===== src/rtl/ccr_cond_eval_if.sv =====
// rtl/ccr_cond_eval_if.sv - ALU flag-update and branch-query bundle for ccr_cond_eval
interface ccr_cond_eval_if #(
  parameter int OP_SIZE = 4
);
  logic               upd_valid;
  logic [OP_SIZE-1:0] upd_r;
  logic [1:0]         upd_cv;
  logic [3:0]         upd_mask;
  logic               q_valid;
  logic [3:0]         q_cond;
  logic               q_ready;
  logic               q_done;
  logic               q_taken;

  modport master (
    output upd_valid, upd_r, upd_cv, upd_mask, q_valid, q_cond,
    input  q_ready, q_done, q_taken
  );

  modport slave (
    input  upd_valid, upd_r, upd_cv, upd_mask, q_valid, q_cond,
    output q_ready, q_done, q_taken
  );
endinterface


===== src/rtl/ccr_cond_eval.sv =====
// rtl/ccr_cond_eval.sv - CVNZ condition code register with 3-cycle branch-condition query FSM
// Optional taken-branch counter enabled by macro CCR_STATS_EN.
module ccr_cond_eval #(
  parameter int OP_SIZE = 4,
  parameter int CNT_W   = 8
) (
  input  logic             clk,
  input  logic             rst,
  ccr_cond_eval_if.slave   bus,
  output logic [3:0]       ccr
`ifdef CCR_STATS_EN
  ,
  output logic [CNT_W-1:0] taken_cnt
`endif
);

  if (OP_SIZE < 1 || CNT_W < 1) begin : g_bad_param
    $error("ccr_cond_eval: OP_SIZE and CNT_W must be at least 1");
  end

  typedef enum logic [1:0] {IDLE, EVAL, RESP} state_t;

  state_t     state_q;
  logic [3:0] cond_q;
  logic [3:0] ccr_q;
  logic [3:0] ccr_d;
  logic [3:0] upd_new;
  logic       done_q;
  logic       taken_q;
  logic       result;

  // Flag order {C,V,N,Z}; masked-off flags keep their old value.
  always_comb begin
    upd_new = {bus.upd_cv[1], bus.upd_cv[0], bus.upd_r[OP_SIZE-1], (bus.upd_r == '0)};
    ccr_d   = ccr_q;
    if (bus.upd_valid) begin
      ccr_d = (ccr_q & ~bus.upd_mask) | (upd_new & bus.upd_mask);
    end
  end

  always_comb begin
    logic c, v, n, z;
    c = ccr_q[3];
    v = ccr_q[2];
    n = ccr_q[1];
    z = ccr_q[0];
    result = 1'b0;
    case (cond_q)
      4'h0: result = 1'b1;
      4'h1: result = 1'b0;
      4'h2: result = ~(c | z);
      4'h3: result = c | z;
      4'h4: result = ~c;
      4'h5: result = c;
      4'h6: result = ~z;
      4'h7: result = z;
      4'h8: result = ~v;
      4'h9: result = v;
      4'hA: result = ~n;
      4'hB: result = n;
      4'hC: result = ~(n ^ v);
      4'hD: result = n ^ v;
      4'hE: result = ~(z | (n ^ v));
      4'hF: result = z | (n ^ v);
      default: result = 1'b0;
    endcase
  end

  always_ff @(posedge clk) begin
    if (rst) begin
      state_q <= IDLE;
      cond_q  <= 4'h0;
      ccr_q   <= 4'h0;
      done_q  <= 1'b0;
      taken_q <= 1'b0;
    end else begin
      ccr_q  <= ccr_d;
      done_q <= 1'b0;
      case (state_q)
        IDLE: begin
          if (bus.q_valid) begin
            cond_q  <= bus.q_cond;
            state_q <= EVAL;
          end
        end
        // Uses ccr_q as held this cycle, so an update landing on this edge is not seen.
        EVAL: begin
          taken_q <= result;
          done_q  <= 1'b1;
          state_q <= RESP;
        end
        RESP: begin
          state_q <= IDLE;
        end
        default: begin
          state_q <= IDLE;
        end
      endcase
    end
  end

`ifdef CCR_STATS_EN
  logic [CNT_W-1:0] cnt_q;

  always_ff @(posedge clk) begin
    if (rst) begin
      cnt_q <= '0;
    end else if (state_q == RESP && taken_q) begin
      cnt_q <= cnt_q + 1'b1;
    end
  end

  assign taken_cnt = cnt_q;
`endif

  assign bus.q_ready = (state_q == IDLE) && !rst;
  assign bus.q_done  = done_q;
  assign bus.q_taken = taken_q;
  assign ccr         = ccr_q;

endmodule


===== src/flat_wrapper.sv =====
// flat-port wrapper written by rule: the top's interface ports become plain ports
module ccr_cond_eval_flat 
#(
  parameter int OP_SIZE = 4,
  parameter int CNT_W   = 8
)
  (clk, rst, ccr, bus_upd_valid, bus_upd_r, bus_upd_cv, bus_upd_mask, bus_q_valid, bus_q_cond, bus_q_ready, bus_q_done, bus_q_taken);
  ccr_cond_eval_if #(.OP_SIZE(OP_SIZE)) bus_i ();
  input  logic clk;
  input  logic rst;
  output logic [3:0] ccr;
  input wire logic [$bits(bus_i.upd_valid)-1:0] bus_upd_valid;
  input wire logic [$bits(bus_i.upd_r)-1:0] bus_upd_r;
  input wire logic [$bits(bus_i.upd_cv)-1:0] bus_upd_cv;
  input wire logic [$bits(bus_i.upd_mask)-1:0] bus_upd_mask;
  input wire logic [$bits(bus_i.q_valid)-1:0] bus_q_valid;
  input wire logic [$bits(bus_i.q_cond)-1:0] bus_q_cond;
  output wire logic [$bits(bus_i.q_ready)-1:0] bus_q_ready;
  output wire logic [$bits(bus_i.q_done)-1:0] bus_q_done;
  output wire logic [$bits(bus_i.q_taken)-1:0] bus_q_taken;
  assign bus_i.upd_valid = bus_upd_valid;
  assign bus_i.upd_r = bus_upd_r;
  assign bus_i.upd_cv = bus_upd_cv;
  assign bus_i.upd_mask = bus_upd_mask;
  assign bus_i.q_valid = bus_q_valid;
  assign bus_i.q_cond = bus_q_cond;
  assign bus_q_ready = bus_i.q_ready;
  assign bus_q_done = bus_i.q_done;
  assign bus_q_taken = bus_i.q_taken;
  ccr_cond_eval #(.OP_SIZE(OP_SIZE), .CNT_W(CNT_W)) u_core (.clk(clk), .rst(rst), .bus(bus_i), .ccr(ccr));
endmodule

===== config.mk =====
export PLATFORM = sky130hd
export DESIGN_NAME = ccr_cond_eval_flat
export DESIGN_NICKNAME = d
export VERILOG_FILES = /design/src/rtl/ccr_cond_eval_if.sv /design/src/rtl/ccr_cond_eval.sv /design/src/flat_wrapper.sv
export SDC_FILE = /design/constraint.sdc
export NUM_CORES = 1
export LEC_CHECK = 0
export CAP_MARGIN = 20
export CORE_MARGIN = 4
export CORE_UTILIZATION = 39
export CTS_CLUSTER_SIZE = 14
export DETAILED_ROUTE_END_ITERATION = 10
export PLACE_DENSITY = 0.76
export SYNTH_ARGS = -nofsm -noshare
export SYNTH_HDL_FRONTEND = slang
export SYNTH_SLANG_ARGS = --single-unit

===== constraint.sdc =====
create_clock -name clk -period 1.73 [get_ports clk]
set_clock_uncertainty 0.2 [all_clocks]
set_input_delay 0.346 -clock clk [delete_from_list [all_inputs] [get_ports clk]]
set_output_delay 0.346 -clock clk [all_outputs]
set_load 0.05 [all_outputs]

==> impl_metrics.py <==
metrics = {
    "finish": {
        "antenna_cells": 0,
        "area_delta_synth_final_pct": 72.1,
        "final_cell_count_no_fill": 108,
        "num-nets-final": 112,
        "n_fill_cell": 101,
        "drive_above_1_share_pct": 21.5,
    },
    "grt": {
        "grt_max_degree": 13,
        "antenna_found_initial": 0,
        "grtUsageMet2_pct": 24.8,
        "grt_usage_pct": 14.0,
        "grt_first_pass_wirelength_mm": 2.04,
        "grt.met3_usage_pct": 8.30,
        "grt_pass1_vias": 542,
        "use_met1_pct": 12.1,
        "top_usage_layer": "met2",
        "gr-total-overflow": 0,
    },
    "routing": {
        "first_iter_violations": 2,
        "antenna_left": 0,
        "vias": 561,
        "dr.pass1.iters": 2,
        "wire_per_inst_um": 11.3,
        "drt_wl_total_mm": 1.22,
        "drcViolationCount": 0,
        "vias_per_cell": 5.19,
    },
    "clock_tree": {
        "ctsHoldBuffers": 0,
        "cts_buffers": 3,
        "clock_sinks": 12,
        "tritoncts": "built",
        "clk_latency_ns": 0.28,
        "path_clk_slew_ns": 0.07,
        "cts.path.max_buffers": 2,
        "root_buffer": "clkbuf_4",
        "ctsHtreeMaxLevel": 1,
    },
    "power": {
        "power_mw": 0.704,
        "clkPwrFrac_pct": 31.9,
        "intPower_mw": 0.517,
        "p_leak_nw": 0.357,
        "peakVddDrop_uv": 448,
        "power_frac_comb_pct": 24.2,
        "seq_power_share_pct": 43.9,
        "p_sw_share_pct": 26.6,
        "p_switching_mw": 0.187,
        "power_density_mw_per_mm2": 748,
    },
    "timing": {
        "hold_violations": 0,
        "fin_tns_setup_ns": 0,
        "slew_viol_final": 0,
        "fin_crit_ns": 1.68,
        "slew_headroom_pct": 82.2,
        "finalSetupViolCount": 0,
        "fmax_mhz": 596,
        "rsz0062_at_grt": "no",
        "fin_hold_ws_ns": 0.291,
        "fin_ws_ns": 0.0513,
        "tightest_slew_ns": 0.266,
        "timing.final.crit_share_pct": 97.0,
    },
    "setup_path": {
        "cp.required_ns": 1.18,
        "slowest_delay_ns": 0.46,
        "path_cells": "clkdlybuf4s50_1 > nor3_4 > buf_12",
        "rr_endpoint": "u_core.bus.q_taken",
        "worstSetupEndpointType": "primary output",
        "startpoint_type": "input port",
        "crit_slowest_cell": "clkdlybuf4s50_1",
        "critPathKind": "input port to primary output",
        "crit_fanout": 2,
        "r2r-start": "u_core.cond_q[2]",
        "r2r_cells": 5,
        "rrSetupSlack_ns": 0.13,
        "worst_ep_arrival_time_ns": 1.13,
    },
    "yosys": {
        "synth-compound-area-share_pct": 13.5,
        "synth_fp_nets": 82,
        "synth_top_family_by_area": "simple AND/OR/NAND/NOR gates",
        "avgSynthCellArea_um2": 8.54,
        "synth_top_cells_by_count": "dfxtp_1 (12), nand2_1 (8), nor2_1 (6)",
        "synth_edf_count": 0,
        "netlist_area_um2": 547,
        "yosysUniqueCellTypes": 21,
        "yosysWarnings": 0,
        "ys_async_sr_fraction_pct": 0,
        "yosys-top-cells-area": "dfxtp_1 (44%), mux2i_1 (9.2%), nand2_1 (5.5%), nand3_1 (4.6%), nor2_1 (4.1%)",
        "synth.most_common_cell": "dfxtp_1",
        "syn_inst": 64,
        "yosys.area_share.adder_pct": 0,
        "ys.flop_type": "dfxtp_1",
        "synthSimpleGateAreaFrac_pct": 26.8,
        "yosys.area.top_type": "dfxtp_1",
        "seq_area_frac_synth_pct": 43.9,
        "synth_top_area_share_pct": 43.9,
        "ys_seq_elements": 12,
        "synth_xor_area_share_pct": 3.20,
        "muxShareOfSynthArea_pct": 9.15,
    },
    "die": {
        "rows": 13,
        "start_util_pct": 41.5,
        "dieArea_mm2": 0.00207,
        "die_x_um": 45.4,
        "chipHeight_um": 45.4,
        "ios": 25,
        "coreArea_mm2": 0.00132,
    },
    "hold_path": {
        "hold_class": "flop to flop",
        "min_path_cells": 2,
    },
    "placement": {
        "dp_hpwl_um": 965,
        "io_buffers": 24,
        "gp_congestion": 0.647,
        "dp_cells": 104,
        "dp_slack_ns": 0.0469,
    },
    "job": {
        "maxCapViolCount": 0,
    },
    "status": {
        "outcome": "finished, final reports clean",
    },
}
-- per-layer routing --
metal  share of wire, %  vias up
li1                   -      281
met1                 36      252
met2                 48       25
met3                 15        3
met4                1.4        0
met5                  0        -
-- repair_timing --
action	CTS	global route
gates resized for setup	0	1
setup endpoints to repair	0	1
buffers inserted	0	0
-- cell usage in the layout, fill, tap and decap left out, types with 3 or more instances in the layout --
| cell type | instances |
|---|---|
| a21oi_1 | 4 |
| buf_12 | 7 |
| buf_4 | 3 |
| clkbuf_4 | 3 |
| clkdlybuf4s50_1 | 17 |
| dfxtp_1 | 10 |
| inv_1 | 3 |
| mux2i_1 | 5 |
| nand2_1 | 8 |
| nand3_1 | 5 |
| nor2_1 | 6 |
| nor2b_1 | 3 |
-- power groups by stage --
stage / combinational, mW / sequential [mW] / clock [mW]
2_1_floorplan: 0.0594 / 0.331 / 0
3_3_place_gp: 0.167 / 0.314 / 0
3_5_place_dp: 0.170 / 0.314 / 0
4_1_cts: 0.171 / 0.308 / 0.224
5_1_grt: 0.182 / 0.311 / 0.231
6_report: 0.170 / 0.309 / 0.224
-- worst max-delay path: cells and delay by family --
kind | cells | cell delay [ns]
buf+inv | 2 | 0.62
simple gates | 1 | 0.17
-- kinds of logic after synthesis --
kind of cell,count (synthesis)
DFF,12
buffers and inverters,5
and+or+nand+nor,29
AOI/OAI and AO/OA,11
muxes,5
xor gates and xnor gates,2
-- through the flow --
step,utilization [%],cell area [um2]
4_1_cts,70.9,935
5_1_grt,71.4,941
3_5_place_dp,68.2,898
2_1_floorplan,-,554
6_report,71.4,941
3_3_place_gp,68.2,898
-- worst max-delay path by stage --
stage          startpoint     endpoint  slack [ns]  cells after the start
6_report              rst  bus_q_ready        0.05                      3
5_1_grt               rst  bus_q_ready       0.007                      3
4_1_cts               rst  bus_q_ready        0.04                      3
3_5_place_dp          rst  bus_q_ready        0.05                      3
3_3_place_gp          rst  bus_q_ready        0.05                      3
2_1_floorplan         rst  bus_q_ready        0.02                      2
-- area by class of cell --
type / instances / area, um2 / area share, %
Inverter: 3 / 11.3 / 1.20
Sequential cell: 12 / 243 / 25.8
Clock buffer: 4 / 36.3 / 3.86
Multi-Input combinational cell: 47 / 299 / 31.8
Timing Repair Buffer: 27 / 333 / 35.4
Tap cell: 15 / 18.8 / 1.99
(Power assumes the default switching activity.)
==> patch 1, RTL diff (config.mk and constraints unchanged) <==
`OP_SIZE` is set to 4 in 3 places; all go to 2.
--- a/src/rtl/ccr_cond_eval_if.sv
+++ b/src/rtl/ccr_cond_eval_if.sv
@@ -2,3 +2,3 @@
 interface ccr_cond_eval_if #(
-  parameter int OP_SIZE = 4
+  parameter int OP_SIZE = 2
 );
--- a/src/rtl/ccr_cond_eval.sv
+++ b/src/rtl/ccr_cond_eval.sv
@@ -3,3 +3,3 @@
 module ccr_cond_eval #(
-  parameter int OP_SIZE = 4,
+  parameter int OP_SIZE = 2,
   parameter int CNT_W   = 8
--- a/src/flat_wrapper.sv
+++ b/src/flat_wrapper.sv
@@ -3,3 +3,3 @@
 #(
-  parameter int OP_SIZE = 4,
+  parameter int OP_SIZE = 2,
   parameter int CNT_W   = 8
Interface: changed (resized bus_upd_r); port bits go from 25 to 23. No check against the original RTL was run, so the function may have changed too.
==> patch 1 against the original RTL <==
  * Power decreased by 1.2%
  * Count of clock-buffer cells in the layout unchanged
  * Wire length decreased by 3.7%
  * Combinational power decreased by 3%
  * Area after synthesis decreased by 1.8%
  * Sequential cell count unchanged
  * Final area decreased by 3.6%
  * Worst setup slack improved by 0.0020 ns
  * Largest cell class unchanged
  * Largest power group unchanged
==> patch 1: results (changes against the original RTL) <==
status finished clean (unchanged); post-detail-place hpwl 918 um (was 965 um); fill count 112 (was 101); Iteration-0 DRC Markers 1 (was 2); Post-Layout Cell Count 104 (was 108); Post-Place Worst Slack 0.0513 ns (was 0.0469 ns); root buffer cell clkbuf_4 (unchanged); ranking of synthesized cells by area dfxtp_1, mux2i_1, nand2_1 (unchanged); via total after detailed routing 527 (was 561); Post-synth ARST share 0% (unchanged); Peak VDD IR 381 uV (was 448 uV); wire length of the first global-routing pass 1.86 mm (was 2.04 mm); Seq/Total Area, Yosys 44.8% (was 43.9%); # H-tree levels 1 (unchanged); I/O Buffers 22 (was 24); Post-Synthesis Cells 62 (was 64); Synth cell types 20 (was 21); CTS Buf Count 3 (unchanged); Tightest Pin Transition 0.273 ns (was 0.266 ns); Nets 106 (was 112); Post-DP Area 865 um^2 (was 898 um^2); Worst-Skew Late Latency 0.27 ns; clock slew at reported path FFs 0.07 ns (about the same); CP top delay family buffers and inverters (unchanged); CP max FO 2 (unchanged); antenna violations before repair 0 (unchanged); diode count 0 (unchanged); TritonRoute pass-1 iters 2 (unchanged); gpl congestion 0.674 (was 0.647); Avg WL per Cell 11.3 um (about the same); commonest cells in the netlist dfxtp_1, nand2_1, nor2_1, mux2i_1 (was dfxtp_1, nand2_1, nor2_1, mux2i_1, nand3_1); max incr delay on CP 0.46 ns (about the same); Hold Path Class register to register (unchanged); layout cell share with drive strength beyond 1 21.3% (was 21.5%); hold-fix buffers at CTS 0 (unchanged); most common cell after layout, fill and taps aside clkdlybuf4s50_1 (unchanged); Clock Tree Buf Depth 2 (unchanged); Primary FF master, synth dfxtp_1 (unchanged); vias in the first global route 509 (was 542); largest net degree at the start of global routing 13 (unchanged); Yosys warnings 0 (unchanged); Total GRT Usage 12.9% (was 14.0%); Net Count, Synth 78 (was 82); critical path's slowest cell clkdlybuf4s50_1 (unchanged); leak pwr 0.346 nW (was 0.357 nW)
==> patch 1: cell types whose count changed in the layout (fill, tap and decap cells not counted), sizes merged <==
cell	before	now
buf	10	9
clkdlybuf4s50	17	15
nand2	8	7
nand3	5	4
nor2	6	7
nor3	3	4
nor4	1	0
==> patch 1: cells by family after synthesis <==
kind of cell | synth area share, %
muxes | 9.32
AOI/OAI and AO/OA | 13.8
DFF | 44.8
xor gates and xnor gates | 3.26
buffers and inverters | 2.80
and+or+nand+nor | 26.1
==> patch 1: path summary, 6_finish.rpt <==
check | endpoint | slack (ns) | from | depth (start not counted)
max reg2reg | u_core.bus.q_taken | 0.12 | u_core.cond_q[2] | 5
min reg2reg | register | 0.29 | register | 2
max | bus_q_ready | 0.05 | rst | 3
min | register | 0.29 | register | 2
==> patch 1: where the power goes <==
part | internal, mW | switching, mW
Clock | 0.128 | 0.0904
Sequential | 0.292 | 0.0201
Combinational | 0.0937 | 0.0718
==> patch 1: timing repair <==
item | CTS | global route
buffers inserted | 0 | 0
setup endpoints to repair | 0 | 1
resized for setup | 0 | 1
==> patch 1: area by class of cell <==
class                   count  area, um^2  share of cell area [%]
flip-flops and latches     12         243                    26.8
repair buffers             24         305                    33.7
well taps                  15        18.8                    2.07
multi-input cells          46         293                    32.3
inverters                   3        11.3                    1.24
clock buffers               4        36.3                    4.00
==> patch 1: metal layers <==
metal  vias up  global-route usage [%]  wire length (um)
met3         2                    5.58               123
met4         0                    7.02                 8
met2        21                    24.3               580
met1       227                    11.2               460
li1        277                       -                 -
met5         -                       0                 0
==> patch 1: worst min-delay path, stage by stage (launching register included) <==
cell and delay (ns):
dfxtp_2 0.35, nand2_1 0.06, a21oi_1 0.05
==> patch 2, RTL diff (same flow settings) <==
Without the edit above. Encoding of `state_t`: now one-hot (3 bits for 3 states).
--- a/src/rtl/ccr_cond_eval.sv
+++ b/src/rtl/ccr_cond_eval.sv
@@ -20,3 +20,3 @@
 
-  typedef enum logic [1:0] {IDLE, EVAL, RESP} state_t;
+  typedef enum logic [2:0] {IDLE = 3'b001, EVAL = 3'b010, RESP = 3'b100} state_t;
 
Check against the original RTL: no difference found for any inputs over 10 cycles, from zero or initial values and one cycle with rst high; not proved beyond that.
==> patch 2 against the original RTL <==
  * Cell count is 1.9% higher
  * Worst hold slack worse by 0.011 ns
  * Wire length is 30% higher
  * Final area is 5.6% higher
  * Sequential cell count is 1 higher
  * Sequential share of layout area is 0.90 points higher
  * Area after synthesis is 11% higher
  * Utilization is 0.44 points higher
  * Global-route usage is 2.2 points higher
  * Power is 1.2% lower
  * First-iteration DRC count grew to 3.5 times the old value
  * Worst setup slack worse by 0.011 ns
  * Largest cell class is now multi-input combinational cells
==> patch 2: results (changes against the original RTL) <==
Post-Layout Cell Count 110 (was 108); vias per cell 5.45 (was 5.19); ranking of synthesized cells by area dfxtp_1, mux2i_1, nand2_1 (unchanged); Seq/Total Area, Yosys 42.8% (was 43.9%); leak pwr 0.394 nW (was 0.357 nW); status finished clean (unchanged); Peak VDD IR 481 uV (was 448 uV); Routed WL 1.58 mm (was 1.22 mm); gpl congestion 0.701 (was 0.647); met2 usage 27.8% (was 24.8%); Synth cell types 23 (was 21); post-detail-place hpwl 1.25 mm (was 965 um); Iteration-0 DRC Markers 7 (was 2); routing usage on met1 19.3% (was 12.1%); vias in the first global route 578 (was 542); Reg2Reg Depth 4 (was 5); critical path's slowest cell dfxtp_2 (was clkdlybuf4s50_1); Worst R2R Start u_core.state_q[1] (was u_core.cond_q[2]); Net Count, Synth 85 (was 82); Crit. Startpoint u_core.state_q[2] (was rst); Post-Place Cells 106 (was 104); Nets 114 (was 112); CP top delay family flip-flops (was buffers and inverters); CP max FO 5 (was 2); layout cell share with drive strength beyond 1 21.1% (was 21.5%); largest net degree at the start of global routing 12 (was 13); Post-Synthesis Cells 67 (was 64)
-- patch 2: layout make-up --
cell class | instances | area, um^2
Inverter | 2 | 7.51
Sequential cell | 13 | 265
Fill cell | 115 | 389
Tap cell | 15 | 18.8
Timing Repair Buffer | 27 | 332
Multi-Input combinational cell | 49 | 344
Clock buffer | 4 | 26.3
-- patch 2: layer usage --
layer	share of wire (%)	vias to the layer above	wire, um
met2	53	8	843
li1	-	301	-
met4	0	0	0
met5	0	-	0
met3	3.2	0	50
met1	43	291	686
-- patch 2: timing repair --
item,CTS,global route
endpoints found under the setup margin,1,1
cloned,0,0
pin swaps,1,0
resized for setup,2,1
-- patch 2: worst min-delay path by stage --
stage | startpoint | end | slack, ns | cells after the start
final | u_core.state_q[0] | u_core.state_q[2] | 0.28 | 1
after global routing | u_core.state_q[0] | u_core.bus.q_done | 0.30 | 1
after CTS | register | register | 0.31 | 2
after detailed placement | register | register | 0.30 | 2
after global placement | register | register | 0.29 | 2
after floorplan | u_core.state_q[0] | u_core.bus.q_done | 0.26 | 1
-- patch 2: worst register-to-register path: stages, from the launching register on --
cell and delay, ns:
dfxtp_1 0.44, nor3b_1 0.42, o2111ai_1 0.15, mux2_1 0.31, o21ai_1 0.07
-- patch 2: power by group through the flow --
stage          sequential [mW]  clock, mW  combinational, mW
2_1_floorplan            0.354          0             0.0613
3_3_place_gp             0.341          0              0.159
3_5_place_dp             0.343          0              0.163
4_1_cts                  0.336      0.202              0.163
5_1_grt                  0.339      0.219              0.172
6_report                 0.337      0.197              0.162
-- patch 2: cell families (layout without fill, tap and decap cells) --
family          after synthesis  in the layout  share of synthesized area [%]
simple gates                 28             28                           25.1
flops                        13             13                           42.8
compound gates               12             12                           13.6
mux                           7              7                           12.6
buf+inv                       5             33                           3.09
xor+xnor                      2              2                           2.88
